<file path="config.mk">
export PLATFORM = sky130hd
export DESIGN_NAME = min_distance_tracker_flat
export DESIGN_NICKNAME = d
export VERILOG_FILES = /design/src/rtl/min_distance_tracker_pkg.sv /design/src/rtl/min_distance_tracker_if.sv /design/src/rtl/lt_eq_digit_slice.sv /design/src/rtl/min_distance_tracker.sv /design/src/flat_wrapper.sv
export SDC_FILE = /design/constraint.sdc
export NUM_CORES = 1
export LEC_CHECK = 0
export CAP_MARGIN = 10
export CORE_AREA = 4 4 67 69
export DETAILED_ROUTE_END_ITERATION = 12
export DIE_AREA = 0 0 71 73
export HOLD_SLACK_MARGIN = 0.1
export PLACE_DENSITY = 0.73
export SLEW_MARGIN = 40
export SYNTH_ARGS = -nofsm -noshare
export SYNTH_HDL_FRONTEND = slang
export SYNTH_HIERARCHICAL = 1
export SYNTH_SLANG_ARGS = --single-unit
</file>
<file path="constraint.sdc">
create_clock -name clk -period 2.2 [get_ports clk]
set_input_delay 0.44 -clock clk [delete_from_list [all_inputs] [get_ports clk]]
set_output_delay 0.44 -clock clk [all_outputs]
set_load 0.005 [all_outputs]
</file>
<file path="src/rtl/min_distance_tracker_pkg.sv">
// rtl/min_distance_tracker_pkg.sv - shared types and helpers for the min-distance tracker
// Holds FSM state encodings, the compare digit width and the digit-count helper.
package less_distance_pkg;

    typedef enum logic [1:0] {
        ST_IDLE = 2'd0,
        ST_WAIT = 2'd1,
        ST_CMP  = 2'd2,
        ST_DONE = 2'd3
    } state_t;

    localparam int DIGIT_W = 2;

    function automatic int digit_count(input int width);
        return width / DIGIT_W;
    endfunction

endpackage

</file>
<file path="src/rtl/min_distance_tracker_if.sv">
// rtl/min_distance_tracker_if.sv - sample stream and result bundle for the min-distance tracker
// master = producer/consumer side, slave = tracker side.
interface min_distance_tracker_if #(
    parameter int WIDTH = 8,
    parameter int IDX_W = 4
);
    logic             start;
    logic             in_valid;
    logic             in_ready;
    logic [WIDTH-1:0] in_dist;
    logic             in_last;
    logic             busy;
    logic             out_valid;
    logic [WIDTH-1:0] out_min;
    logic [IDX_W-1:0] out_idx;

    modport master (
        output start, in_valid, in_dist, in_last,
        input  in_ready, busy, out_valid, out_min, out_idx
    );

    modport slave (
        input  start, in_valid, in_dist, in_last,
        output in_ready, busy, out_valid, out_min, out_idx
    );
endinterface

</file>
<file path="src/rtl/lt_eq_digit_slice.sv">
// rtl/lt_eq_digit_slice.sv - one 2-bit cascade slice of an MSB-first a < b magnitude compare
// eq/lt from the more significant digits flow in; updated eq/lt flow out.
module lt_eq_digit_slice (
    input  logic [1:0] a,
    input  logic [1:0] b,
    input  logic       eq_in,
    input  logic       lt_in,
    output logic       eq_o,
    output logic       lt_o
);
    assign lt_o = (~a[1] & b[1] & eq_in)
                | (~a[0] & b[0] & (a[1] ~^ b[1]) & eq_in)
                | lt_in;
    assign eq_o = eq_in & (a == b);
endmodule

</file>
<file path="src/rtl/min_distance_tracker.sv">
// rtl/min_distance_tracker.sv - streaming minimum finder using a digit-serial magnitude compare
// Build option: MIN_DIST_TIE_LATEST_EN makes the latest of equal minima win.
module min_distance_tracker
    import less_distance_pkg::*;
#(
    parameter int WIDTH = 8,
    parameter int IDX_W = 4
) (
    input logic                   clk,
    input logic                   rst,
    min_distance_tracker_if.slave bus
);
    localparam int D     = digit_count(WIDTH);
    localparam int DIG_W = (D > 1) ? $clog2(D) : 1;
    localparam logic [DIG_W-1:0] DIG_TOP = DIG_W'(D - 1);

    state_t             state;
    logic [WIDTH-1:0]   cand;
    logic [WIDTH-1:0]   min_r;
    logic [IDX_W-1:0]   cand_idx;
    logic [IDX_W-1:0]   idx_r;
    logic [IDX_W-1:0]   count;
    logic               cand_last;
    logic               first_flag;
    logic               eq_r;
    logic               lt_r;
    logic [DIG_W-1:0]   dig;

    logic [DIGIT_W-1:0] a_dig;
    logic [DIGIT_W-1:0] b_dig;
    logic               eq_o;
    logic               lt_o;
    logic               take;
    logic               accept;

    // Single shared slice; the digit counter selects which 2 bits it sees.
    assign a_dig = cand[dig*DIGIT_W +: DIGIT_W];
    assign b_dig = min_r[dig*DIGIT_W +: DIGIT_W];

    lt_eq_digit_slice u_slice (
        .a     (a_dig),
        .b     (b_dig),
        .eq_in (eq_r),
        .lt_in (lt_r),
        .eq_o  (eq_o),
        .lt_o  (lt_o)
    );

`ifdef MIN_DIST_TIE_LATEST_EN
    assign take = lt_o | eq_o;
`else
    assign take = lt_o;
`endif

    assign accept        = bus.in_valid & bus.in_ready;
    assign bus.in_ready  = (state == ST_WAIT);
    assign bus.busy      = (state == ST_WAIT) || (state == ST_CMP);
    assign bus.out_valid = (state == ST_DONE);
    assign bus.out_min   = min_r;
    assign bus.out_idx   = idx_r;

    always_ff @(posedge clk) begin
        if (rst) begin
            state      <= ST_IDLE;
            cand       <= '0;
            min_r      <= '0;
            cand_idx   <= '0;
            idx_r      <= '0;
            count      <= '0;
            cand_last  <= 1'b0;
            first_flag <= 1'b0;
            eq_r       <= 1'b1;
            lt_r       <= 1'b0;
            dig        <= '0;
        end else if (bus.start) begin
            // Also aborts an in-flight compare; the candidate is simply dropped.
            state      <= ST_WAIT;
            min_r      <= '0;
            idx_r      <= '0;
            count      <= '0;
            first_flag <= 1'b1;
        end else begin
            unique case (state)
                ST_IDLE, ST_DONE: ;
                ST_WAIT: begin
                    if (accept) begin
                        if (first_flag) begin
                            min_r      <= bus.in_dist;
                            idx_r      <= '0;
                            count      <= IDX_W'(1);
                            first_flag <= 1'b0;
                            state      <= bus.in_last ? ST_DONE : ST_WAIT;
                        end else begin
                            cand      <= bus.in_dist;
                            cand_idx  <= count;
                            cand_last <= bus.in_last;
                            count     <= count + 1'b1;
                            eq_r      <= 1'b1;
                            lt_r      <= 1'b0;
                            dig       <= DIG_TOP;
                            state     <= ST_CMP;
                        end
                    end
                end
                ST_CMP: begin
                    if (dig != '0) begin
                        eq_r <= eq_o;
                        lt_r <= lt_o;
                        dig  <= dig - 1'b1;
                    end else begin
                        if (take) begin
                            min_r <= cand;
                            idx_r <= cand_idx;
                        end
                        state <= cand_last ? ST_DONE : ST_WAIT;
                    end
                end
                default: state <= ST_IDLE;
            endcase
        end
    end
endmodule

</file>
<file path="src/flat_wrapper.sv">
// flat-port wrapper written by rule: the top's interface ports become plain ports
module min_distance_tracker_flat import less_distance_pkg::*;
#(
    parameter int WIDTH = 8,
    parameter int IDX_W = 4
)
  (clk, rst, bus_start, bus_in_valid, bus_in_dist, bus_in_last, bus_in_ready, bus_busy, bus_out_valid, bus_out_min, bus_out_idx);
  min_distance_tracker_if #(.WIDTH(WIDTH), .IDX_W(IDX_W)) bus_i ();
  input logic clk;
  input logic rst;
  input wire logic [$bits(bus_i.start)-1:0] bus_start;
  input wire logic [$bits(bus_i.in_valid)-1:0] bus_in_valid;
  input wire logic [$bits(bus_i.in_dist)-1:0] bus_in_dist;
  input wire logic [$bits(bus_i.in_last)-1:0] bus_in_last;
  output wire logic [$bits(bus_i.in_ready)-1:0] bus_in_ready;
  output wire logic [$bits(bus_i.busy)-1:0] bus_busy;
  output wire logic [$bits(bus_i.out_valid)-1:0] bus_out_valid;
  output wire logic [$bits(bus_i.out_min)-1:0] bus_out_min;
  output wire logic [$bits(bus_i.out_idx)-1:0] bus_out_idx;
  assign bus_i.start = bus_start;
  assign bus_i.in_valid = bus_in_valid;
  assign bus_i.in_dist = bus_in_dist;
  assign bus_i.in_last = bus_in_last;
  assign bus_in_ready = bus_i.in_ready;
  assign bus_busy = bus_i.busy;
  assign bus_out_valid = bus_i.out_valid;
  assign bus_out_min = bus_i.out_min;
  assign bus_out_idx = bus_i.out_idx;
  min_distance_tracker #(.WIDTH(WIDTH), .IDX_W(IDX_W)) u_core (.clk(clk), .rst(rst), .bus(bus_i));
endmodule
</file>
==> results of run 1 <==
-- cells in the final DEF, fill, tap and decap left out, types with 2 or more instances in the layout --
master / count
ha_1: 9
nor3b_1: 3
o31ai_1: 6
nor2_1: 6
mux2i_1: 12
nor2b_1: 2
nand3_1: 8
dfxtp_1: 34
clkbuf_8: 5
inv_1: 12
nor3_1: 5
a211o_1: 2
o211ai_1: 8
a211oi_1: 4
a21oi_1: 22
mux4_2: 4
nand2_1: 35
o31ai_2: 3
buf_4: 13
clkdlybuf4s50_1: 27
-- tightest hold or removal path: stages, from the launching register on --
cell,delay [ps]
dfxtp_1,310
nand2_1,50
a21oi_1,50
-- sequential cells by signal, summed over array words and instances (netlist names) --
| name | count |
|---|---|
| u_core/bus.out_idx | 4 |
| u_core/cand | 8 |
| u_core/count | 4 |
| u_core/bus.out_min | 8 |
| u_core/state | 2 |
| u_core/eq_r | 1 |
| u_core/dig | 2 |
| u_core/first_flag | 1 |
| u_core/cand_last | 1 |
| u_core/cand_idx | 4 |
| u_core/lt_r | 1 |
-- routing by layer --
layer	GRT usage, %	wire length [microns]	up-vias
met5	0	0	-
met4	6.89	94	0
met3	6.75	297	13
met2	29.8	2110	50
met1	20.7	1820	756
li1	-	-	795
-- power by group --
group | total [W] | switching [W] | internal (W)
combinational | 0.000313 | 0.000155 | 0.000158
sequential | 0.000697 | 0.0000235 | 0.000674
clock | 0.000585 | 0.000250 | 0.000335
total | 0.00160 | 0.000428 | 0.00117
-- worst max-delay path by stage --
stage                                                     to  cells after the start  slack (ps)
after floorplan           u_core/bus.out_min[0]$_SDFFE_PP0P_                      9          20
after global placement    u_core/bus.out_idx[3]$_SDFFE_PP0P_                     10          70
after detailed placement  u_core/bus.out_min[4]$_SDFFE_PP0P_                     10           3
after CTS                 u_core/bus.out_idx[0]$_SDFFE_PP0P_                     10          30
after global routing      u_core/bus.out_min[4]$_SDFFE_PP0P_                     10         0.3
final                     u_core/bus.out_min[4]$_SDFFE_PP0P_                      8          90
-- metrics by stage --
step	setup slack [ps]	area [sq um]	hold slack, ps
floorplan	21.6	1810	436
global placement	69.8	2200	442
detailed placement	2.90	2200	446
CTS	26.8	2310	456
global route	0.250	2340	475
finish	86.6	2340	458
-- repair_timing --
action,4_1_cts,5_1_grt
setup endpoints to repair,3,13
resized for setup,1,8
pin swaps,0,1
-- cell families after synthesis --
| kind of cell | synth area share (%) |
|---|---|
| mux | 12.2 |
| flops | 40.1 |
| compound gates | 18.0 |
| buf+inv | 6.12 |
| simple gates | 17.3 |
| fa+ha+maj | 6.26 |
-- cell type report --
type | instances | area (sq um) | area share (%)
clock buffer | 5 | 68.8 | 2.94
clock inverter | 3 | 42.5 | 1.82
inverter | 12 | 45.0 | 1.92
multi-input combinational | 143 | 998 | 42.6
sequential | 36 | 726 | 31.0
tap | 50 | 62.6 | 2.67
timing repair buffer | 42 | 399 | 17.0
==> flow_metrics.py, run 1 <==
metrics = {
    "setup_path": {
        "crit_required_ps": 2400,
        "r2r-end": "u_core/bus.out_min[4]$_SDFFE_PP0P_",
        "ff2ff_path_depth": 8,
        "slowest_stage": "mux4_2",
        "cp.arrival_ps": 2320,
        "path_delay_family": "multiplexers",
        "rrSetupSlack_ps": 90,
        "crit_type": "flip-flop to flip-flop",
        "critPathMaxFanout": 12,
        "critPathLaunchType": "flip-flop",
        "path_cells": "mux4_2 > ha_1 > nand3_1 > nand2_2 > o22ai_4 > or2_4 > buf_12 > o31ai_1",
        "reg2reg_from": "u_core/dig[0]$_SDFFE_PP0P_",
        "cp_num_buf_inv": 1,
        "critPathLaunch": "u_core/dig[0]$_SDFFE_PP0P_",
        "cpPeakStageDelay_ps": 510,
        "crit_path_end_kind": "flip-flop",
    },
    "route": {
        "wire_per_inst_microns": 14.8,
        "drc_errors": 0,
        "dr.pass1.iters": 4,
        "viasPerCell": 5.55,
        "drt_iter0_drc": 82,
        "drt_wl_total_mm": 4.32,
        "via_count": 1614,
        "ant_nets": 0,
    },
    "synthesis": {
        "syn_avg_cell_area_sq_um": 8.77,
        "ys_types": 31,
        "seq_area_frac_synth_pct": 40.1,
        "synth-edff-count": 0,
        "yosys_warnings": 6,
        "synthCells": 205,
        "synthArstFlopShare_pct": 0,
        "synth.area.top_cells": "dfxtp_1 40%, nand2_1 7.5%, mux2i_1 7.2%, ha_1 6.3%, a21oi_1 6.1%",
        "synth_area_leader_cell": "dfxtp_1",
        "synth_top_area_share_pct": 40.1,
        "synthesis.nets": 227,
        "synth_common_cells": "36 x dfxtp_1, 36 x nand2_1, 22 x a21oi_1",
        "ys_ff_latch": 36,
        "ys.flop_type": "dfxtp_1",
        "synth_area_sq_um": 1800,
    },
    "hold_path": {
        "hold_path.class": "flip-flop to flip-flop",
        "hold_depth": 2,
        "worstHoldStart": "u_core/cand_last$_SDFFE_PP0P_",
        "min_to": "u_core/cand_last$_SDFFE_PP0P_",
    },
    "sta": {
        "hold_viol_final": 0,
        "finalCritPeriodShare_pct": 96.1,
        "period_needed_ps": 2110,
        "setup_viol": 0,
        "max-slew-margin-rel_pct": 65.5,
        "fin_worst_skew_ps": 7.44,
        "setup_tns_ps": 0,
        "worstMarginPinSlew_ps": 518,
        "maxSlewViolCount": 0,
        "rsz0062_at_grt": "no",
        "max_freq_ghz": 0.473,
    },
    "grt": {
        "grt_pass1_vias": 1569,
        "grt_usage_pct": 17.8,
        "antenna_found_initial": 0,
        "grt_pass1_wl_mm": 7.18,
        "grt_overflow_total": 0,
        "grt_max_degree": 18,
    },
    "floorplan": {
        "die_x_microns": 71,
        "start_util_pct": 45.9,
        "fp.coreArea_sq_um": 3910,
        "dieArea_sq_um": 5180,
        "row_count": 23,
        "ios": 28,
        "die_h_microns": 73,
    },
    "clock_network": {
        "clockBufferDepth": 2,
        "numCtsBuffers": 5,
        "clock_latency_ps": 300,
        "post_cts_buffers": 0,
        "cts_hold_buf": 0,
        "clockRootBuffer": "clkbuf_8",
        "cts_tree": "yes",
        "clk_pin_slew_ps": 70,
        "htreeDepth": 2,
        "cts.sinks": 36,
    },
    "placement": {
        "port_buffers": 27,
        "dp_hpwl_mm": 3.11,
        "placed_cells": 283,
        "gp_congestion": 0.821,
    },
    "power": {
        "report.power.total_w": 0.00160,
        "powerDensity_nw_per_um2": 681,
        "p_leak_nw": 0.837,
        "ir_drop_mv": 0.459,
    },
    "flow_run": {
        "drv_cap": 0,
    },
    "finish": {
        "fin_nets": 262,
        "final_core_util_pct": 59.8,
        "num-fill-cells": 390,
        "layout-drive-gt1-share_pct": 15.8,
        "antenna_cells": 0,
        "final_cells": 291,
        "syn_to_final_growth_pct": 30.3,
    },
    "status": {
        "status": "finished clean",
    },
}
(Power assumes the default switching activity.)
==> run 2: changes to the inputs <==
Settings changed: REMOVE_ABC_BUFFERS from default to 1.
==> run 2 against run 1 <==
- via count is essentially flat
- die area did not move
- sequential power is 0.7% higher
- sequential cell count is the same
- critical path depth is the same
- fmax fell by 2.3%
- highest routed layer unchanged
==> flow_metrics.py, run 2 (synthesis results as in run 1) <==
metrics = {
    "status": {
        "status": "finished clean",
    },
    "grt": {
        "grt_max_degree": 18,
        "grt_overflow_total": 0,
        "grt_usage_pct": 17.8,
        "grt_pass1_wl_mm": 7.18,
        "antenna_found_initial": 0,
        "grt_pass1_vias": 1499,
    },
    "sta": {
        "rsz0062_at_grt": "yes",
        "maxSlewViolCount": 0,
        "worstMarginPinSlew_ps": 484,
        "hold_viol_final": 0,
        "finalCritPeriodShare_pct": 98.4,
        "fin_worst_skew_ps": 3.73,
        "period_needed_ps": 2160,
        "max-slew-margin-rel_pct": 67.7,
        "setup_viol": 0,
        "max_freq_ghz": 0.462,
        "setup_tns_ps": 0,
        "holdWs_ps": 461,
    },
    "finish": {
        "final_core_util_pct": 61.8,
        "fin_nets": 263,
        "num-fill-cells": 347,
        "syn_to_final_growth_pct": 34.6,
        "multi_input_area_sq_um": 1090,
        "final_cells": 292,
        "final_cell_mix": "35 x nand2_1, 34 x dfxtp_1, 27 x clkdlybuf4s50_1, 22 x a21oi_1, 13 x mux2i_1",
        "regArea_sq_um": 726,
        "antenna_cells": 0,
        "layout-drive-gt1-share_pct": 18.6,
        "final_common_cell": "nand2_1",
    },
    "placement": {
        "placed_cells": 284,
        "gp_congestion": 0.853,
        "port_buffers": 27,
        "dp_hpwl_mm": 3.15,
    },
    "floorplan": {
        "die_h_microns": 73,
        "start_util_pct": 45.9,
        "die_x_microns": 71,
        "row_count": 23,
        "ios": 28,
        "fp.coreArea_sq_um": 3910,
        "dieArea_sq_um": 5180,
    },
    "route": {
        "drt_iter0_drc": 114,
        "drc_errors": 0,
        "wire_per_inst_microns": 15.7,
        "viasPerCell": 5.53,
        "dr.pass1.iters": 6,
        "drt_wl_total_mm": 4.59,
        "ant_nets": 0,
        "via_count": 1615,
    },
    "setup_path": {
        "reg2reg_from": "u_core/dig[0]$_SDFFE_PP0P_",
        "ff2ff_path_depth": 8,
        "crit_path_end_kind": "flip-flop",
        "cp.arrival_ps": 2380,
        "critPathLaunchType": "flip-flop",
        "critPathMaxFanout": 7,
        "crit_required_ps": 2420,
        "crit_type": "flip-flop to flip-flop",
        "critPathLaunch": "u_core/dig[0]$_SDFFE_PP0P_",
    },
    "clock_network": {
        "htreeDepth": 2,
        "cts_tree": "yes",
        "cts.sinks": 36,
        "post_cts_buffers": 0,
        "numCtsBuffers": 5,
        "clock_latency_ps": 300,
        "clockBufferDepth": 2,
        "clk_pin_slew_ps": 70,
        "clockRootBuffer": "clkbuf_8",
    },
    "power": {
        "p_leak_nw": 0.848,
        "powerDensity_nw_per_um2": 636,
        "report.power.total_w": 0.00154,
        "ir_drop_mv": 0.292,
    },
    "hold_path": {
        "worstHoldStart": "u_core/bus.out_idx[1]$_SDFFE_PP0P_",
        "hold_depth": 2,
        "hold_path.class": "flip-flop to flip-flop",
    },
    "flow_run": {
        "drv_cap": 0,
    },
}
-- run 2: path summary, 6_finish.rpt --
path | to | slack (ps)
min reg2reg | u_core/bus.out_idx[1]$_SDFFE_PP0P_ | 460
max | u_core/bus.out_min[0]$_SDFFE_PP0P_ | 40
max reg2reg | u_core/bus.out_min[0]$_SDFFE_PP0P_ | 40
min | u_core/bus.out_idx[1]$_SDFFE_PP0P_ | 460
-- run 2: where the power goes --
group | switching [W] | total [W] | internal, W
combinational | 0.000175 | 0.000337 | 0.000162
sequential | 0.0000279 | 0.000702 | 0.000674
clock | 0.000246 | 0.000501 | 0.000254
-- run 2: repair_timing --
action                                  4_1_cts  5_1_grt
pin swaps                                     0        9
hold buffers                                  0        0
endpoints found under the setup margin        6       13
gates resized for setup                       3       24
hold endpoints to repair                      0        0
-- run 2: metal layers --
layer,track usage (%),vias up,part of all wire (%)
met3,4.68,8,5.8
met5,0,-,0
met1,21.9,765,43
met2,29.8,49,49
met4,7.31,0,1.5
li1,-,793,-
-- run 2: cell type report --
| class | instances | area share [%] |
|---|---|---|
| multi-input combinational | 143 | 44.9 |
| sequential | 36 | 30.0 |
| timing repair buffer | 43 | 16.8 |
| clock buffer | 7 | 3.57 |
| tap | 50 | 2.59 |
| inverter | 12 | 1.86 |
| clock inverter | 1 | 0.310 |
-- run 2: critical path, stage by stage (launching register included) --
cell	delay, ps
dfxtp_4	370
mux4_2	530
ha_4	290
nand3_2	60
nand2_2	100
o22ai_2	70
or2_1	280
buf_6	170
o31ai_4	210
-- run 2: metrics by stage --
step,cell area (sq um),setup slack [ps]
3_3_place_gp,2190,85.7
4_1_cts,2290,8.56
6_report,2420,35.9
2_1_floorplan,1730,-92.8
3_5_place_dp,2190,-35.0
5_1_grt,2420,-53.3
